===== config.mk =====
export PLATFORM = sky130hd
export DESIGN_NAME = nnet_requant_acc32_s8
export DESIGN_NICKNAME = d
export VERILOG_FILES = /design/src/rtl/nnet_requant_pkg.sv /design/src/rtl/nnet_requant_sat8.sv /design/src/rtl/nnet_requant_acc32_s8.sv
export SDC_FILE = /design/constraint.sdc
export NUM_CORES = 2
export LEC_CHECK = 0
export ABC_AREA = 0
export BUFFER_PORTS_ARGS = -buffer_cell sky130_fd_sc_hd__buf_4
export CORE_MARGIN = 2
export CORE_UTILIZATION = 41
export DETAILED_ROUTE_END_ITERATION = 16
export GPL_TIMING_DRIVEN = 1
export SLEW_MARGIN = 20
export SYNTH_ARGS = -nofsm -noshare
export SYNTH_HDL_FRONTEND = slang
export SYNTH_HIERARCHICAL = 1
export SYNTH_SLANG_ARGS = --single-unit

===== constraint.sdc =====
create_clock -name ap_clk -period 4.1 [get_ports ap_clk]
set_input_delay 0.41 -clock ap_clk [delete_from_list [all_inputs] [get_ports ap_clk]]
set_output_delay 0.41 -clock ap_clk [all_outputs]
set_load 0.005 [all_outputs]

===== src/rtl/nnet_requant_pkg.sv =====
// Shared widths, int8 limits and the output-stage payload for the requantizer.
package nnet_requant_pkg;

  localparam int PROD_W    = 48;
  localparam int RND_W     = 49;
  localparam int INT8_MAX  = 127;
  localparam int INT8_MIN  = -128;
  localparam int MAX_SHIFT = 47;

  typedef struct packed {
    logic       valid;
    logic [7:0] data;
    logic       sat;
  } stage_t;

endpackage


===== src/rtl/nnet_requant_sat8.sv =====
// Combinational ReLU, zero-point add and int8 clamp for the final pipeline stage.
module nnet_requant_sat8
  import nnet_requant_pkg::*;
(
  input  logic signed [RND_W-1:0] q,
  input  logic                    relu,
  input  logic signed [7:0]       zp,
  output logic [7:0]              dout,
  output logic                    sat
);

  // One extra bit so the zero-point add can never wrap.
  localparam int SW = RND_W + 1;
  localparam logic signed [SW-1:0] HI = SW'(INT8_MAX);
  localparam logic signed [SW-1:0] LO = SW'(INT8_MIN);

  logic signed [SW-1:0] qr;
  logic signed [SW-1:0] s;

  always_comb begin
    qr = (relu && q[RND_W-1]) ? '0 : SW'(q);
    s  = qr + SW'(zp);
    sat  = 1'b0;
    dout = s[7:0];
    if (s > HI) begin
      dout = 8'(INT8_MAX);
      sat  = 1'b1;
    end else if (s < LO) begin
      dout = 8'(INT8_MIN);
      sat  = 1'b1;
    end
  end

endmodule


===== src/rtl/nnet_requant_acc32_s8.sv =====
// Three-stage requantizer: int32 accumulator -> scale, round-shift, relu/zp/clamp -> int8.
module nnet_requant_acc32_s8
  import nnet_requant_pkg::*;
#(
  parameter int ACC_WIDTH   = 32,
  parameter int SCALE_WIDTH = 16,
  parameter int SHIFT_WIDTH = 6,
  parameter int CNT_WIDTH   = 16
) (
  input  logic                   ap_clk,
  input  logic                   ap_rst,
  input  logic [ACC_WIDTH-1:0]   din,
  input  logic                   din_valid,
  output logic                   din_ready,
  output logic [7:0]             dout,
  output logic                   dout_valid,
  input  logic                   dout_ready,
  input  logic [SCALE_WIDTH-1:0] cfg_scale,
  input  logic [SHIFT_WIDTH-1:0] cfg_shift,
  input  logic [7:0]             cfg_zp,
  input  logic                   cfg_relu,
  input  logic                   sat_clr,
  output logic [CNT_WIDTH-1:0]   sat_cnt,
  output logic                   idle
);

  localparam logic [CNT_WIDTH-1:0]   CNT_MAX   = '1;
  localparam logic [SHIFT_WIDTH-1:0] SHIFT_LIM = SHIFT_WIDTH'(MAX_SHIFT);

  logic                      v1, v2;
  logic signed [PROD_W-1:0]  p1;
  logic signed [RND_W-1:0]   q2;
  stage_t                    s3;
  logic                      en1, en2, en3;

  logic signed [PROD_W-1:0]  din_ext, scale_ext, p_next;
  logic [SHIFT_WIDTH-1:0]    shift_eff;
  logic signed [RND_W-1:0]   rnd, r, q_next;
  logic [7:0]                sat_dout;
  logic                      sat_flag;

  // Each stage loads when empty or when its current contents move on.
  assign en3       = ~s3.valid | dout_ready;
  assign en2       = ~v2 | en3;
  assign en1       = ~v1 | en2;
  assign din_ready = en1;

  assign din_ext   = PROD_W'($signed(din));
  assign scale_ext = PROD_W'({1'b0, cfg_scale});
  assign p_next    = din_ext * scale_ext;

  // Illegal shifts are clamped so hardware behaviour stays bounded.
  assign shift_eff = (cfg_shift > SHIFT_LIM) ? SHIFT_LIM : cfg_shift;
  assign rnd       = (shift_eff == '0) ? '0 : (RND_W'(1) << (shift_eff - SHIFT_WIDTH'(1)));
  assign r         = RND_W'(p1) + rnd;
  assign q_next    = r >>> shift_eff;

  nnet_requant_sat8 u_sat8 (
    .q    (q2),
    .relu (cfg_relu),
    .zp   (cfg_zp),
    .dout (sat_dout),
    .sat  (sat_flag)
  );

  always_ff @(posedge ap_clk or posedge ap_rst) begin
    if (ap_rst) begin
      v1 <= 1'b0;
      v2 <= 1'b0;
      p1 <= '0;
      q2 <= '0;
      s3 <= '0;
    end else begin
      if (en1) begin
        v1 <= din_valid;
        if (din_valid) p1 <= p_next;
      end
      if (en2) begin
        v2 <= v1;
        if (v1) q2 <= q_next;
      end
      if (en3) begin
        s3.valid <= v2;
        if (v2) begin
          s3.data <= sat_dout;
          s3.sat  <= sat_flag;
        end
      end
    end
  end

  // Clear has priority over a coincident increment.
  always_ff @(posedge ap_clk or posedge ap_rst) begin
    if (ap_rst) begin
      sat_cnt <= '0;
    end else if (sat_clr) begin
      sat_cnt <= '0;
    end else if (s3.valid && dout_ready && s3.sat && sat_cnt != CNT_MAX) begin
      sat_cnt <= sat_cnt + CNT_WIDTH'(1);
    end
  end

  assign dout       = s3.data;
  assign dout_valid = s3.valid;
  assign idle       = ~(v1 | v2 | s3.valid);

  a_shift_legal: assert property (@(posedge ap_clk) disable iff (ap_rst) cfg_shift <= SHIFT_LIM)
    else $error("cfg_shift above 47");

endmodule


==> metrics.md <==
| Metric | Value |
|---|---|
| Asr flop ratio synth | 100% |
| Final Hold Vio Count | 0 |
| Max Slew Vio Count | 0 |
| Row count | 105 |
| Diode count | 0 |
| DR WL/cell | 18.9 um |
| Seq/Total Area, Yosys | 9.16% |
| RSZ-0062 raised after global routing | true |
| WS Path Type | input pin to register |
| Synthesized cell area | 34,200 um^2 |
| Final GP Congestion | 0.964 |
| Startpoint Class | input pin |
| Die Wd | 293 um |
| I/O pin total | 95 |
| Drt via density | 5.44 |
| Starting density of the core | 41.5% |
| Clock slew at reported path FFs | 0.07 ns |
| DIE AREA | 85,600 um^2 |
| Global-route wire length before repair | 189 mm |
| Synth area leader | fa_1 |
| Worst EP arrival | 6.39 ns |
| Layout filler cell count | 7,210 |
| Final WL | 120 mm |
| Outcome | finished with violations |
| Final clock skew | 0.0140 ns |
| Post-synth top area share | 28.5% |
| GRT Total Usage | 27.7% |
| Slew HR | 32.9% |
| Clock Latency Late Sink | 0.49 ns |
| Failing checks | negative setup slack |
| Vias in the first global route | 35,600 |
| Share of cells above drive strength 1 | 37.2% |
| First drt pass iteration count | 6 |
| Count of cell types in the netlist | 125 |
| Max cap viols | 0 |
| Setup crit end kind | register |
| Worst R2R Path Depth | 20 |
| R2R Path Start | q2[48] |
| Clock sinks | 125 |
| Fin crit period | 6.02 ns |
| DP HPWL | 96.0 mm |
| Syn_nets | 5,012 |
| H-Tree Level Count | 4 |
| Port-buffer cells | 94 |
| Initial antenna violation count | 0 |
| Crit path required time | 4.47 ns |
| Final setup viols | 78 |
| Syn Area/Cell | 8.04 um^2 |
| CTS tree | done |
| Worst hold-check path type | input pin to asynchronous set/reset pin |
| Post-route DRC | 0 |
| Top post-synthesis cells by area | fa_1, dfrtp_1, ha_1, inv_1, nand2_1 |
| CP Max Fanout | 5 |
| Clock Tree Root | clkbuf_16 |
| Most frequent cell after synthesis | inv_1 |
| Final period util | 147% |
| Initial drt markers | 1,939 |
| Number of synthesized flops with an enable pin | 0 |
| Die Y | 293 um |
| Worst-Margin Slew | 1.01 ns |
| Setup TNS | -55.71 ns |
| Place WS | -2.57 ns |
| FF+latch count, synth | 125 |
| FMAX | 166 MHz |
| Synthesis-to-finish area growth | 44.2% |
| Antenna Nets Post-Route | 0 |
| Synth warnings | 6 |
| Core ar. | 82,200 um^2 |
| Post-synthesis cell count | 4,246 |
| Ys flop type | dfrtp_1 |
| Final worst slack | -1.92 ns |
| Flop2flop setup slack | -0.43 ns |
| Total grt overflow | 0 |
| FF-to-FF End | dout[3] |
| Clk buf depth | 2 |
| TritonCTS buffer count | 17 |
| Synth cell count leaders | inv_1, nand2_1, fa_1 |
| Largest net degree at the start of global routing | 101 |
| Nets@finish | 6,023 |
| DR vias | 34,500 |
how the worst max path moves through the flow:
stage | end | cells after the start | slack, ns | from
after floorplan | p1[47] | 24 | -2.09 | cfg_scale[5]
after global placement | p1[47] | 25 | -2.54 | cfg_scale[7]
after detailed placement | p1[47] | 23 | -2.57 | cfg_scale[10]
after CTS | p1[47] | 25 | -1.76 | cfg_scale[7]
after global routing | p1[47] | 25 | -2.10 | cfg_scale[7]
final | p1[41] | 28 | -1.92 | cfg_scale[7]
final cells by class:
cell class,count,area [um^2],area share [%]
tap,1070,1340,2.72
timing repair buffer,1223,10300,20.9
clock inverter,15,151,0.307
clock buffer,17,425,0.863
inverter,615,2340,4.74
sequential,125,3130,6.35
multi-input combinational,3275,31600,64.1
per-layer routing:
metal	vias up	share of wire [%]	GRT usage, %
met5	-	0	0
met4	0	5.5	13.5
met3	326	4.5	2.94
met2	1002	50	49.7
met1	17000	39	33.0
li1	16200	-	-
metrics by stage:
step	utilization [%]	hold slack (ns)	cell area [um^2]	instances
floorplan	-	0.440	35600	4246
global placement	53.2	0.469	43800	6156
detailed placement	53.2	0.472	43800	6156
CTS	57.4	0.154	47200	6285
global route	59.9	0.172	49300	6340
finish	59.9	0.0980	49300	6340
kinds of logic after synthesis:
group	count (synthesis)	synth area share (%)
and+or+nand+nor	1486	21.5
AOI/OAI and AO/OA	882	17.6
buffers and inverters	846	9.58
adders and majority gates	698	36.2
xor gates and xnor gates	128	3.33
DFF	125	9.16
muxes	80	2.60
other	1	0.0110
flip-flops by register name, summed over array words and instances (netlist names):
name,cells
dout,8
dout_valid,1
p1,48
q2,49
s3,1
sat_cnt,16
v1,1
v2,1
worst max-delay path: stages:
cell,delay (ns)
buf_16,0.13
buf_8,0.13
and2_4,0.13
fa_1,0.52
inv_1,0.05
fa_2,0.53
fa_1,0.43
fa_1,0.51
inv_2,0.04
fa_1,0.52
inv_1,0.05
fa_1,0.49
inv_2,0.05
ha_4,0.25
nand4_1,0.19
nor2_2,0.09
a22oi_2,0.29
nand4bb_4,0.16
nand2_4,0.12
a21oi_4,0.06
a211o_1,0.33
buf_4,0.14
buf_6,0.10
buf_6,0.10
buf_6,0.11
a211oi_2,0.19
xor2_1,0.17
o21ai_1,0.08
repair_timing:
| action | CTS | global route |
|---|---|---|
| hold buffers | 0 | 0 |
| pin swaps | 189 | 245 |
| setup endpoints to repair | 96 | 95 |
| resized for setup | 451 | 322 |
| setup buffers | 92 | 66 |
| gates cloned | 5 | 2 |
cell usage in the layout, fill, tap and decap left out, types with 73 or more instances in the layout:
cell / count
a21oi_1: 146
and2_1: 249
buf_4: 1077
buf_6: 79
dfrtp_1: 125
fa_1: 467
ha_1: 126
ha_4: 73
inv_1: 580
nand2_1: 511
nand4_1: 76
nor2_1: 188
o21ai_0: 83
o21ai_1: 79
Power is left out: the tool's default activity adds up to more than one toggle a clock period on the data nets, which glitch-free logic cannot reach.
